===== config.mk =====
export PLATFORM = sky130hd
export DESIGN_NAME = seg7_scan_decoder
export DESIGN_NICKNAME = d
export VERILOG_FILES = /design/src/rtl/seg7_pkg.sv /design/src/rtl/seg7_pattern_to_bcd.sv /design/src/rtl/seg7_scan_decoder.sv
export SDC_FILE = /design/constraint.sdc
export NUM_CORES = 1
export LEC_CHECK = 0
export CAP_MARGIN = 10
export CORE_UTILIZATION = 60
export DETAILED_ROUTE_END_ITERATION = 8
export DONT_BUFFER_PORTS = 1
export PLACE_DENSITY = 0.76
export SETUP_SLACK_MARGIN = 0.2
export SLEW_MARGIN = 20
export SYNTH_ARGS = -nofsm -noshare
export SYNTH_HDL_FRONTEND = slang
export SYNTH_SLANG_ARGS = --single-unit

===== constraint.sdc =====
create_clock -name clk -period 3.2 [get_ports clk]
set_input_delay 0.32 -clock clk [delete_from_list [all_inputs] [get_ports clk]]
set_output_delay 0.32 -clock clk [all_outputs]
set_load 0.005 [all_outputs]

===== src/rtl/seg7_pkg.sv =====
`default_nettype none
// +-------------------------------------------------------------------------+
// | seg7_pkg : active-low 7-segment patterns and scan-decoder FSM states     |
// | Rev 1.0                                                                  |
// +-------------------------------------------------------------------------+
package seg7_pkg;

  // Segment order {A,B,C,D,E,F,G}, active-low
  localparam logic [6:0] SEG_0     = 7'h01;
  localparam logic [6:0] SEG_1     = 7'h4F;
  localparam logic [6:0] SEG_2     = 7'h12;
  localparam logic [6:0] SEG_3     = 7'h06;
  localparam logic [6:0] SEG_4     = 7'h4C;
  localparam logic [6:0] SEG_5     = 7'h24;
  localparam logic [6:0] SEG_6     = 7'h20;
  localparam logic [6:0] SEG_7     = 7'h0F;
  localparam logic [6:0] SEG_8     = 7'h00;
  localparam logic [6:0] SEG_9     = 7'h04;
  localparam logic [6:0] SEG_BLANK = 7'h7F;

  localparam logic [3:0] BCD_INVALID = 4'hF;

  typedef enum logic [1:0] {
    WAIT   = 2'd0,
    SETTLE = 2'd1,
    HOLD   = 2'd2
  } state_e;

endpackage
`default_nettype wire


===== src/rtl/seg7_pattern_to_bcd.sv =====
`default_nettype none
// +-------------------------------------------------------------------------+
// | seg7_pattern_to_bcd : active-low segment pattern -> BCD code/blank/err   |
// | Rev 1.0                                                                  |
// +-------------------------------------------------------------------------+
module seg7_pattern_to_bcd
  import seg7_pkg::*;
(
  input  logic [6:0] seg_i,
  output logic [3:0] code_o,
  output logic       blank_o,
  output logic       err_o
);

  always_comb begin
    code_o  = BCD_INVALID;
    blank_o = 1'b0;
    err_o   = 1'b0;
    case (seg_i)
      SEG_0:     code_o = 4'd0;
      SEG_1:     code_o = 4'd1;
      SEG_2:     code_o = 4'd2;
      SEG_3:     code_o = 4'd3;
      SEG_4:     code_o = 4'd4;
      SEG_5:     code_o = 4'd5;
      SEG_6:     code_o = 4'd6;
      SEG_7:     code_o = 4'd7;
      SEG_8:     code_o = 4'd8;
      SEG_9:     code_o = 4'd9;
      SEG_BLANK: blank_o = 1'b1;
      default:   err_o   = 1'b1;
    endcase
  end

endmodule
`default_nettype wire


===== src/rtl/seg7_scan_decoder.sv =====
`default_nettype none
// +-------------------------------------------------------------------------+
// | seg7_scan_decoder : recovers BCD digits from a multiplexed 7-seg bus     |
// | Rev 1.0                                                                  |
// +-------------------------------------------------------------------------+
module seg7_scan_decoder
  import seg7_pkg::*;
#(
  parameter int N_DIGITS      = 4,
  parameter int STABLE_CYCLES = 4
)
(
  input  logic                  clk,
  input  logic                  rst,
  input  logic [N_DIGITS-1:0]   an,
  input  logic [6:0]            seg,
  output logic [4*N_DIGITS-1:0] bcd_frame,
  output logic [N_DIGITS-1:0]   blank_mask,
  output logic [N_DIGITS-1:0]   err_mask,
  output logic                  frame_valid
);

  localparam int              CNT_W    = $clog2(STABLE_CYCLES) + 1;
  localparam logic [CNT_W-1:0] CNT_ONE  = CNT_W'(1);
  localparam logic [CNT_W-1:0] CNT_LAST = CNT_W'(STABLE_CYCLES - 1);

  state_e                  state_q, state_d;
  logic [CNT_W-1:0]        cnt_q, cnt_d;
  logic [N_DIGITS-1:0]     prev_an_q;
  logic [6:0]              prev_seg_q;

  logic [4*N_DIGITS-1:0]   slot_code_q, slot_code_d;
  logic [N_DIGITS-1:0]     slot_blank_q, slot_blank_d;
  logic [N_DIGITS-1:0]     slot_err_q, slot_err_d;
  logic [N_DIGITS-1:0]     cap_mask_q, cap_mask_d;

  logic [4*N_DIGITS-1:0]   frame_q, frame_d;
  logic [N_DIGITS-1:0]     blank_q, blank_d;
  logic [N_DIGITS-1:0]     err_q, err_d;
  logic                    fv_q, fv_d;

  logic                    w_same, w_valid_sel, w_capture;
  logic [N_DIGITS-1:0]     w_sel;
  logic [3:0]              w_code;
  logic                    w_blank, w_err;

  assign w_sel       = ~an;
  assign w_valid_sel = $onehot(w_sel);
  assign w_same      = ({an, seg} == {prev_an_q, prev_seg_q});

  seg7_pattern_to_bcd u_dec (
    .seg_i   (seg),
    .code_o  (w_code),
    .blank_o (w_blank),
    .err_o   (w_err)
  );

  always_comb begin
    state_d   = state_q;
    cnt_d     = cnt_q;
    w_capture = 1'b0;
    case (state_q)
      WAIT: begin
        if (w_valid_sel) begin
          state_d = SETTLE;
          cnt_d   = CNT_ONE;
        end
      end
      SETTLE: begin
        if (!w_same || !w_valid_sel) begin
          state_d = w_valid_sel ? SETTLE : WAIT;
          cnt_d   = CNT_ONE;
        end else if (cnt_q == CNT_LAST) begin
          w_capture = 1'b1;
          state_d   = HOLD;
        end else begin
          cnt_d = cnt_q + CNT_ONE;
        end
      end
      HOLD: begin
        // A captured digit is not re-sampled until the bus changes
        if (!w_same) begin
          state_d = w_valid_sel ? SETTLE : WAIT;
          cnt_d   = CNT_ONE;
        end
      end
      default: state_d = WAIT;
    endcase
  end

  always_comb begin
    slot_code_d  = slot_code_q;
    slot_blank_d = slot_blank_q;
    slot_err_d   = slot_err_q;
    cap_mask_d   = cap_mask_q;
    frame_d      = frame_q;
    blank_d      = blank_q;
    err_d        = err_q;
    fv_d         = 1'b0;
    if (w_capture) begin
      for (int i = 0; i < N_DIGITS; i++) begin
        if (w_sel[i]) begin
          slot_code_d[4*i +: 4] = w_code;
          slot_blank_d[i]       = w_blank;
          slot_err_d[i]         = w_err;
        end
      end
      cap_mask_d = cap_mask_q | w_sel;
      // Publish includes the capture taking place on this same edge
      if (&cap_mask_d) begin
        frame_d    = slot_code_d;
        blank_d    = slot_blank_d;
        err_d      = slot_err_d;
        fv_d       = 1'b1;
        cap_mask_d = '0;
      end
    end
  end

  always_ff @(posedge clk or posedge rst) begin
    if (rst) begin
      state_q      <= WAIT;
      cnt_q        <= '0;
      prev_an_q    <= '1;
      prev_seg_q   <= SEG_BLANK;
      slot_code_q  <= '0;
      slot_blank_q <= '0;
      slot_err_q   <= '0;
      cap_mask_q   <= '0;
      frame_q      <= '0;
      blank_q      <= '0;
      err_q        <= '0;
      fv_q         <= 1'b0;
    end else begin
      state_q      <= state_d;
      cnt_q        <= cnt_d;
      prev_an_q    <= an;
      prev_seg_q   <= seg;
      slot_code_q  <= slot_code_d;
      slot_blank_q <= slot_blank_d;
      slot_err_q   <= slot_err_d;
      cap_mask_q   <= cap_mask_d;
      frame_q      <= frame_d;
      blank_q      <= blank_d;
      err_q        <= err_d;
      fv_q         <= fv_d;
    end
  end

  assign bcd_frame   = frame_q;
  assign blank_mask  = blank_q;
  assign err_mask    = err_q;
  assign frame_valid = fv_q;

endmodule
`default_nettype wire

* After elaboration in Yosys (flattened, before gate mapping)
Index checks and enable logic that the tools add are counted.
** Storage, ports and cells
- Word-level logic and storage cells :: 80
- Register bits :: 69
** Operators by class
- Bitwise operators :: 2
- Equality and inequality tests :: 19
- $add $sub $neg :: 4
- Reduce and logical (&&, ||, !) cells :: 11
- Muxes and demuxes :: 32
** Operator list (number)
- one-hot mux 4 bit (10 select lines) :: 1
- == test 7 bit, second input constant :: 3
- 2-to-1 mux 4 bit :: 5
- 2-to-1 mux 1 bit :: 16
- == test 7 x 3 -> 1 bit, second input constant :: 2
- == test 7 x 6 -> 1 bit, second input constant :: 2
- 2-to-1 mux 3 bit :: 4
- == test 11 bit :: 1
- OR reduction 11 bit :: 1
- one-hot mux 3 bit (3 select lines) :: 1
- 2-to-1 mux 2 bit :: 4
- AND reduction 4 bit :: 2
- == test 7 x 1 -> 1 bit, second input constant :: 1
- == test 7 x 4 -> 1 bit, second input constant :: 1
- == test 7 x 5 -> 1 bit, second input constant :: 1
- zero test 7 bit :: 1
- != test 3 bit, second input constant :: 2
- one-hot mux 2 bit (3 select lines) :: 1
- AND reduction 5 bit :: 1
- adder 1 x 1 -> 2 bit :: 2
- != test 2 bit, second input constant :: 2
- inverter 4 bit :: 1
- OR 4 bit :: 1
- adder 2 x 2 -> 3 bit :: 1
- other kinds (10) :: 11

* Logic depth before layout (Yosys ltp)
Gate-level depths: netlist of the first run.
- Word-level depth :: 9
- Mapped depth :: 10
- Mapped depth without buffers :: 9

* Modules after synthesis
A second synthesis of the first run with hierarchy kept.
** Second synthesis, totals
- Cell total of the unflattened synthesis :: 248
- Area, all modules :: 3360.7 um2
** By module, submodules not included
- seg7_scan_decoder :: seq. area each 1740.4 um2, cells each 209, instances 1, area an instance 3072.9 um2
- seg7_pattern_to_bcd :: seq. area each 0.0 um2, cells each 39, instances 1, area an instance 287.8 um2

* Worst setup path before layout of the first run
No wires, ideal clock.
- Kind :: input to register
- Start :: input port an[0]
- End :: register frame_q[2], in the netlist bcd_frame[2]
- Data arrival time :: 2.906 ns
- Library setup time :: 0.125 ns
- Stages :: 10
- Path slack :: 0.169 ns
- Buffers on the path :: 1
- Path through :: fa_1 > inv_1 > ha_1 > ha_1 > or3b_1 > nor2_1 > nand2_1 > nor3_2 > buf_6 > mux2_4
** On the way
- Cells in the longest elaborated chain, start to end :: 9
- Elaborated cells on any way between the ends :: 13
- Classes of those cells :: 2 x add/sub; 2 x eq/ne; 3 x mux; 2 x bitwise; 4 x reduce/logical
** RTL lines
- from (decl) :: RTL line seg7_scan_decoder.sv:15 : input logic [N_DIGITS-1:0] an,
- inverter 4 bit :: RTL line seg7_scan_decoder.sv:47 : assign w_sel = ~an;
- adder 1 x 1 -> 2 bit (implied by the code) :: RTL line seg7_scan_decoder.sv:48 : assign w_valid_sel = $onehot(w_sel);
- adder 2 x 2 -> 3 bit (implied by the code) :: RTL line seg7_scan_decoder.sv:48
- == test 3 x 1 -> 1 bit :: RTL line seg7_scan_decoder.sv:48
- zero test 1 bit :: RTL line seg7_scan_decoder.sv:70 : if (!w_same || !w_valid_sel) begin
- logical OR 1 bit :: RTL line seg7_scan_decoder.sv:70
- 2-to-1 mux 1 bit :: RTL line seg7_scan_decoder.sv:70
- 2-to-1 mux 1 bit :: RTL line seg7_scan_decoder.sv:62 : case (state_q)
- AND reduction 5 bit (no source line)
- to (signal assigned) :: RTL line seg7_scan_decoder.sv:143 : frame_q <= frame_d;
- to (decl) :: RTL line seg7_scan_decoder.sv:37 : logic [4*N_DIGITS-1:0] frame_q, frame_d;
Several ways; a longest one is shown, not always the timed one.
A chain may end at the register's enable or synchronous reset.

* Worst setup path in the final report of the first run
- Start :: input port an[0]
- End :: register slot_code_q[4]
** On the way
- Cells in the longest elaborated chain, start to end :: 8
- Elaborated cells on any way between the ends :: 10
- Classes of those cells :: 2 x add/sub; 2 x eq/ne; 2 x mux; 1 x bitwise; 3 x reduce/logical
** RTL lines
- inverter 4 bit :: RTL line seg7_scan_decoder.sv:47
- adder 1 x 1 -> 2 bit (implied by the code) :: RTL line seg7_scan_decoder.sv:48
- adder 2 x 2 -> 3 bit (implied by the code) :: RTL line seg7_scan_decoder.sv:48
- == test 3 x 1 -> 1 bit :: RTL line seg7_scan_decoder.sv:48
- zero test 1 bit :: RTL line seg7_scan_decoder.sv:70
- logical OR 1 bit * :: RTL line seg7_scan_decoder.sv:70
- 2-to-1 mux 1 bit * :: RTL line seg7_scan_decoder.sv:70
- 2-to-1 mux 1 bit * :: RTL line seg7_scan_decoder.sv:62
- to (signal assigned) :: RTL line seg7_scan_decoder.sv:139 : slot_code_q <= slot_code_d;
- to (decl) :: RTL line seg7_scan_decoder.sv:32 : logic [4*N_DIGITS-1:0] slot_code_q, slot_code_d;
Every way passes the cells marked *; elsewhere a longest branch is shown, timed or not.

==> results of run 1 <==
[state kept, by name (all words and copies together), names as in the netlist]
name and count:
frame_valid 1, slot_blank_q 4, prev_an_q 4, cap_mask_q 4
slot_err_q 4, state_q 2, err_mask 4, prev_seg_q 7
bcd_frame 16, blank_mask 4, slot_code_q 16, cnt_q 3
[logic make-up after synthesis]
group	share of synthesized area
adders and majority gates	0.0198
DFF	0.493
buffers and inverters	0.0450
xor gates and xnor gates	0.0315
AOI/OAI and AO/OA	0.146
muxes	0.0892
and+or+nand+nor	0.176
[routing by layer]
layer | global-route usage | share of wire | up-vias
li1 | - | - | 1170
met1 | 0.361 | 0.45 | 1257
met2 | 0.437 | 0.47 | 87
met3 | 0.0632 | 0.055 | 16
met4 | 0.128 | 0.030 | 0
met5 | 0 | 0 | -
[metrics by stage]
| stage | total power [uW] | setup WS [ns] |
|---|---|---|
| 6_report | 1930 | 0.468 |
| 5_1_grt | 1990 | 0.280 |
| 4_1_cts | 1930 | 0.476 |
| 3_5_place_dp | 1060 | 0.109 |
| 3_3_place_gp | 1050 | 0.197 |
| 2_1_floorplan | 1030 | 0.255 |
[power breakdown]
group	switching (uW)	internal, uW
Sequential	7.89	887
Combinational	91.9	66.9
Clock	339	537
Total	439	1490
[layout make-up]
type	count	area (um2)
Tap cell	72	90.1
Clock buffer	10	138
Multi-Input combinational cell	217	1640
Inverter	14	52.6
Fill cell	399	1640
Timing Repair Buffer	23	203
Sequential cell	69	1740
Clock inverter	6	110
[worst max-delay path, delay by kind of cell]
| kind | cells | cell delay (ns) |
|---|---|---|
| AOI/OAI and AO/OA | 1 | 0.07 |
| buffers and inverters | 2 | 0.32 |
| adders and majority gates | 3 | 0.99 |
| and+or+nand+nor | 4 | 1.26 |
[placed cells by master (no fill, tap or decap), types with 2 or more instances in the layout]
| cell type | Yosys | final |
|---|---|---|
| nor3_2 | 2 | 2 |
| dlygate4sd3_1 | 0 | 12 |
| dfrtp_1 | 58 | 58 |
| nand3b_1 | 3 | 3 |
| or2_2 | 2 | 2 |
| a2111oi_2 | 2 | 2 |
| dfstp_2 | 11 | 11 |
| ha_1 | 4 | 4 |
| nand2b_1 | 5 | 5 |
| and3_2 | 2 | 2 |
| nor2b_1 | 9 | 9 |
| nor4_4 | 3 | 3 |
| nor3_1 | 8 | 8 |
| o31ai_1 | 8 | 8 |
| clkinvlp_4 | 0 | 2 |
| inv_1 | 14 | 13 |
| mux2_2 | 20 | 20 |
| nand3_1 | 2 | 2 |
| a21oi_1 | 11 | 11 |
| xor2_2 | 2 | 2 |
| nand4_1 | 8 | 8 |
| bufinv_16 | 0 | 3 |
| nand4_4 | 2 | 2 |
| a21boi_0 | 2 | 2 |
| or3b_1 | 2 | 2 |
| o31ai_2 | 4 | 4 |
| o21ai_0 | 32 | 32 |
| mux2_4 | 6 | 6 |
| clkbuf_8 | 0 | 10 |
| buf_4 | 0 | 11 |
| nor2_1 | 12 | 11 |
| nand2_1 | 32 | 32 |
| xor2_1 | 9 | 9 |
| a32o_1 | 5 | 5 |
| a221oi_1 | 4 | 4 |
[final timing paths]
path,from,end,depth (start not counted),slack [ns]
setup / recovery,an[0],slot_code_q[4],10,0.47
hold / removal,an[0],bcd_frame[3],2,0.19
setup reg to reg,prev_seg_q[2],bcd_frame[14],6,0.75
hold reg to reg,slot_code_q[9],slot_code_q[9],2,0.48
max in group asynchronous,rst,slot_code_q[9],3,1.75
min in group asynchronous,rst,bcd_frame[10],2,0.48
==> results.json, run 1 <==
{
  "cts_buffers": 9,
  "crit_slowest_cell": "or4b_2",
  "start_util": 0.630,
  "final_nets": 352,
  "synth_area_leader_cell": "dfrtp_1",
  "routedWlPerCell_um": 18.7,
  "clock-sinks": 69,
  "grt_overflow": 0,
  "drive_above_1_share": 0.268,
  "drv_slew": 0,
  "io_buffers": 0,
  "fp.dieArea_um2": 6200,
  "synth_edf_count": 0,
  "root_buffer": "clkbuf_8",
  "postCtsSetupBuffers": 0,
  "syn_to_final_growth_pct": 12.4,
  "tightest_slew_ns": 0.686,
  "placed_cells": 383,
  "fin_hold_ws_ns": 0.187,
  "die_y_um": 78.7,
  "grt_pass1_wl_um": 12800,
  "io_pins": 38,
  "vias_per_cell": 6.16,
  "endpoint_kind": "register",
  "ys_seq_elements": 69,
  "rsz0062_at_grt": "false",
  "clock_skew_ns": 0.00883,
  "fin_crit_sh": 0.854,
  "grt_use_total": 0.276,
  "synth_warnings": 0,
  "die_w_um": 78.7,
  "cts_resized": 0,
  "drt_wl_total_um": 7700,
  "clk_latency_ns": 0.35,
  "arrival_ns": 2.95,
  "cts.htree.levels": 3,
  "critPathMaxFanout": 16,
  "max_freq_ghz": 0.366,
  "fin_util": 0.708,
  "first_pass_iters": 4,
  "setup_violations": 0,
  "syn_nets": 335,
  "crit_chain": "fa_1 > inv_1 > ha_1 > ha_1 > or4b_2 > nor3_1 > nand4_1 > buf_4 > nand2_1 > o21ai_0",
  "required_ns": 3.42,
  "power.leakage_uw": 0.00176,
  "worstSetupPathType": "input port to register",
  "cts_hold_buf": 12,
  "drc": 0,
  "drt-initial-drc-count": 189,
  "grt_pass1_vias": 2529,
  "fin_setup_tns_ns": 0,
  "synth.area.top_cells": "dfrtp_1, dfstp_2, mux2_2, o21ai_0, nand2_1",
  "placed_area_um2": 3600,
  "crit_top_cell": "ha_1",
  "power_density_nw_per_um2": 486,
  "ant_nets": 0,
  "grt_max_degree": 47,
  "num_vias": 2530,
  "synthesis.area_um2": 3530,
  "cts.path.max_buffers": 2,
  "min_period_ns": 2.73,
  "antenna_found_initial": 0,
  "maxCapViolCount": 0,
  "slew_headroom": 0.539,
  "outcome": "complete, no violations",
  "ir_worst_vdd_uv": 335,
  "clkTransAtPathRegs_ns": 0.08,
  "synthCells": 317,
  "synth-async-reset-ratio": 1.00,
  "synthFlopType": "dfrtp_1",
  "fin_area_um2": 3970,
  "synthDistinctLibCells": 50,
  "final_cells": 411,
  "core_area_um2": 5610,
  "num_rows": 27,
  "yosys.area.top_type_share": 0.411,
  "max_stage_delay_ns": 0.70,
  "min_path_type": "input port to register",
  "yosysSeqAreaShare": 0.493,
  "place_hpwl_um": 5080,
  "hold_violations": 0,
  "synth_most_common_cell": "dfrtp_1",
  "critPathLaunchType": "input port",
  "syn_area_per_cell_um2": 11.1,
  "gp_congestion": 0.837,
  "tritoncts": "built",
  "synth_commonest_cells": "dfrtp_1, nand2_1, o21ai_0, mux2_2, inv_1",
  "antenna_cells": 0
}
Note: power is estimated with default switching activity, not from simulation.
==> inputs of run 2 (changes only) <==
REMOVE_ABC_BUFFERS = 1   (was default)
==> results.json, run 2 (synthesized netlist as in run 1, its figures left out) <==
{
  "crit_slowest_cell": "or4b_2",
  "grt_use_met1": 0.370,
  "top_usage_layer": "met2",
  "drive_above_1_share": 0.271,
  "num_vias": 2508,
  "hold_violations": 0,
  "critPathMaxFanout": 16,
  "clock_skew_ns": 0.00924,
  "cts_buffers": 9,
  "endpoint_kind": "register",
  "tightest_slew_ns": 0.772,
  "fin_setup_tns_ns": 0,
  "maxCapViolCount": 0,
  "first_pass_iters": 4,
  "cts.htree.levels": 3,
  "outcome": "complete, no violations",
  "root_buffer": "clkbuf_8",
  "final_cells": 415,
  "clkTransAtPathRegs_ns": 0.08,
  "gp_congestion": 0.872,
  "die_y_um": 78.7,
  "vias_per_cell": 6.04,
  "grt_use_total": 0.273,
  "power_density_nw_per_um2": 449,
  "critPathLaunchType": "input port",
  "min_path_type": "input port to register",
  "antenna_cells": 0,
  "fin_crit_sh": 0.839,
  "clk_latency_ns": 0.35,
  "grt_overflow": 0,
  "tritoncts": "built",
  "cts_resized": 0,
  "max_stage_delay_ns": 0.70,
  "fill_cells": 415,
  "crit_top_cell": "ha_1",
  "io_pins": 38,
  "drt_wl_total_um": 7490,
  "place_hpwl_um": 5140,
  "cts.path.max_buffers": 2,
  "antenna_found_initial": 0,
  "routedWlPerCell_um": 18.1,
  "drc": 0,
  "arrival_ns": 2.95,
  "drt-initial-drc-count": 215,
  "num_rows": 27,
  "grtUsageMet3": 0.0586,
  "clock-sinks": 69,
  "power.leakage_uw": 0.00176,
  "start_util": 0.630,
  "core_area_um2": 5610,
  "final_cell_mix": "dfrtp_1, nand2_1, o21ai_0",
  "grt_util_met2": 0.427,
  "min_period_ns": 2.69,
  "final_nets": 356,
  "final_common_cell": "dfrtp_1",
  "required_ns": 3.46,
  "grt_pass1_vias": 2474,
  "crit_chain": "fa_1 > inv_1 > ha_1 > ha_1 > or4b_2 > nor3_1 > nand4_1 > buf_4 > o21ai_0",
  "placed_cells": 387,
  "syn_to_final_growth_pct": 11.8,
  "io_buffers": 0,
  "die_w_um": 78.7,
  "ant_nets": 0,
  "grt_max_degree": 37,
  "setup_violations": 0,
  "max_freq_ghz": 0.372,
  "rsz0062_at_grt": "false",
  "grt_pass1_wl_um": 12600,
  "ir_worst_vdd_uv": 290,
  "slew_headroom": 0.483,
  "worstSetupPathType": "input port to register",
  "fp.dieArea_um2": 6200,
  "fin_hold_ws_ns": 0.203,
  "drv_slew": 0
}
==> run 2: cell count changes in the layout (fill, tap and decap cells not counted), sizes merged <==
cell,previous run,this run
buf,11,15
clkbuf,10,11
clkinv,1,3
clkinvlp,2,1
bufinv,3,1
==> run 2: cell type report <==
cell class / instances / area, um2 / area share
clock inverter: 5 / 60.1 / 0.0152
tap: 72 / 90.1 / 0.0228
multi-input combinational: 217 / 1630 / 0.414
timing repair buffer: 27 / 233 / 0.0589
clock buffer: 11 / 141 / 0.0358
inverter: 14 / 52.6 / 0.0133
sequential: 69 / 1740 / 0.440
==> run 2: final timing paths <==
path	from	end	slack [ns]	cells after the start
max in group asynchronous	rst	prev_an_q[3]	2.14	3
max	an[0]	slot_blank_q[1]	0.51	9
min reg2reg	slot_code_q[8]	slot_code_q[8]	0.49	2
max reg2reg	prev_seg_q[1]	bcd_frame[14]	0.80	6
min	an[1]	bcd_frame[7]	0.20	2
min in group asynchronous	rst	slot_code_q[1]	0.33	2
==> run 2: per-stage QoR <==
| stage | utilization | area, um2 | setup WS [ns] | total power, uW |
|---|---|---|---|---|
| after detailed placement | 0.647 | 3630 | 0.159 | 1060 |
| after floorplan | - | 3430 | -0.163 | 1020 |
| after global routing | 0.705 | 3950 | 0.383 | 1840 |
| final | 0.705 | 3950 | 0.515 | 1770 |
| after CTS | 0.705 | 3950 | 0.525 | 1780 |
| after global placement | 0.647 | 3630 | 0.252 | 1050 |
==> run 2: where the power goes <==
part           total (uW)  switching [uW]  internal (uW)
Combinational         160            91.4           68.3
Sequential            894            7.68            887
Clock                 720             338            382
==> run 2: metal layers <==
metal  part of all wire  wire (um)  vias up
met5                  0          0        -
met4              0.020        148        0
met3              0.055        411       17
met2               0.47       3550       86
met1               0.45       3390     1223
li1                   -          -     1182
==> run 2: timing repair <==
| action | CTS | global route |
|---|---|---|
| hold buffers | 12 | 0 |
| endpoints found under the hold margin | 18 | 0 |
| buffers inserted | 0 | 0 |
==> run 2: worst max-delay path, delay by kind of cell <==
kind | cells | cell delay [ns]
AOI/OAI and AO/OA | 1 | 0.17
and+or+nand+nor | 3 | 1.15
adders and majority gates | 3 | 0.99
buffers and inverters | 2 | 0.31
==> inputs of run 3 (changes only) <==
CORE_UTILIZATION = 57   (was 60)
PLACE_DENSITY = 0.75   (was 0.76)
clock period = 2.2 ns   (was 3.2 ns; I/O delays follow)
==> results.json, run 3 (synthesized netlist as in run 1, its figures left out) <==
{
  "outcome": "finished with violations",
  "clkTransAtPathRegs_ns": 0.08,
  "fin_util": 0.745,
  "root_buffer": "clkbuf_8",
  "drt-met1-wl_um": 3520,
  "rsz0062_at_grt": "true",
  "io_buffers": 0,
  "placed_cells": 406,
  "arrival_ns": 2.68,
  "die_y_um": 80.7,
  "grt_max_degree": 35,
  "critPathLaunchType": "input port",
  "ir_worst_vdd_uv": 420,
  "clock_skew_ns": 0.0134,
  "antenna_found_initial": 0,
  "crit_chain": "fa_1 > inv_2 > ha_4 > ha_4 > buf_6 > or3b_4 > nor2_4 > nand2_2 > nor3_4 > buf_6 > buf_12 > mux2_4",
  "syn_to_final_growth_pct": 25.5,
  "wl_met3_um": 579,
  "endpoint_kind": "register",
  "tightest_slew_ns": 0.775,
  "worstSetupPathType": "input port to register",
  "required_ns": 2.44,
  "min_period_ns": 2.45,
  "critPathMaxFanout": 16,
  "violations": "setup timing",
  "die_w_um": 80.7,
  "slew_headroom": 0.481,
  "setup_slack_ns": -0.247,
  "power.leakage_uw": 0.00197,
  "tritoncts": "built",
  "top_layer_used": "met4",
  "setup_violations": 47,
  "min_path_type": "input port to register",
  "met2_length_um": 4140,
  "grt_pass1_wl_um": 13400,
  "num_rows": 28,
  "final_nets": 382,
  "drc": 0,
  "final_cell_mix": "dfrtp_1, nand2_1, buf_4",
  "final_common_cell": "dfrtp_1",
  "crit_family": "adder cells",
  "hold_violations": 0,
  "core_area_um2": 5960,
  "drv_slew": 0,
  "clock-sinks": 69,
  "ant_nets": 0,
  "drt-initial-drc-count": 166,
  "crit_slowest_cell": "fa_1",
  "grt_overflow": 0,
  "cts_buffers": 9,
  "drive_above_1_share": 0.391,
  "fp.dieArea_um2": 6520,
  "gp_congestion": 0.810,
  "power_density_nw_per_um2": 612,
  "place_hpwl_um": 5220,
  "maxCapViolCount": 0,
  "antenna_cells": 0,
  "num_vias": 2669,
  "drt_wl_total_um": 8420,
  "max_stage_delay_ns": 0.55,
  "max_freq_ghz": 0.409,
  "io_pins": 38,
  "cts.path.max_buffers": 2,
  "cts.htree.levels": 3,
  "clk_latency_ns": 0.35,
  "first_pass_iters": 4,
  "grt_pass1_vias": 2662,
  "vias_per_cell": 6.02,
  "grt_use_total": 0.284,
  "fin_crit_sh": 1.11,
  "routedWlPerCell_um": 19.0,
  "start_util": 0.593,
  "fill_cells": 381,
  "worst-path-buf-inv": 4,
  "final_cells": 443
}
## run 3: changes by cell type in the layout (fill, tap and decap cells not counted), sizes merged
cell	change
clkinv	-2
or2	+1
clkbuf	-1
buf	+25
clkinvlp	+2
## run 3: layout make-up
type	count	area [um2]	share of cell area
Timing Repair Buffer	52	523	0.118
Sequential cell	69	1740	0.392
Clock buffer	10	138	0.0310
Inverter	14	52.6	0.0119
Tap cell	75	93.8	0.0212
Clock inverter	5	61.3	0.0138
Multi-Input combinational cell	218	1830	0.412
## run 3: layer usage
| layer | track usage | vias up |
|---|---|---|
| li1 | - | 1235 |
| met1 | 0.370 | 1322 |
| met2 | 0.434 | 97 |
| met3 | 0.0899 | 15 |
| met4 | 0.132 | 0 |
| met5 | 0 | - |
## run 3: per-stage QoR
stage                     worst slack, ns  setup TNS, ns  instance area (um2)  power, uW  hold slack, ns
final                              -0.247          -6.30                 4430       2710           0.127
after global routing               -0.285          -9.57                 4430       2820           0.124
after CTS                          -0.264          -9.91                 4300       2690          0.0842
after detailed placement           -0.782         -34.24                 3790       1570          0.0906
after global placement             -0.664         -30.65                 3790       1560          0.0826
after floorplan                     -1.06         -32.75                 3430       1480           0.224
## run 3: final timing paths
kind / to / startpoint / slack (ns) / cells past startpoint
min in group asynchronous: bcd_frame[9] / rst / 0.28 / 2
worst max register to register: err_mask[3] / prev_seg_q[2] / 0.10 / 6
worst max-delay path: blank_mask[0] / an[0] / -0.25 / 12
worst min register to register: slot_code_q[4] / slot_code_q[4] / 0.49 / 2
worst min-delay path: bcd_frame[9] / an[2] / 0.13 / 3
max in group asynchronous: prev_seg_q[3] / rst / 1.25 / 3
## run 3: timing repair
action                                  CTS  global route
hold buffers                             12             0
buffers inserted                          6             2
endpoints found under the hold margin    24             0
pin swaps                                16            15
endpoints found under the setup margin   56            57
cloned                                    2             0
resized for setup                        32            35
## run 3: worst register-to-register path: cells and delay by family (launching register included)
family	cells	cell delay [ns]
and+or+nand+nor	3	0.78
DFF	1	0.54
muxes	1	0.33
buffers and inverters	1	0.23
xor gates and xnor gates	1	0.10
## run 3: where the power goes
part           total [uW]  switching, uW  leakage, uW  internal [uW]
combinational         363            181     0.000981            182
sequential           1300           12.1     0.000899           1290
clock                1050            501    0.0000906            549
total                2710            694      0.00197           2020
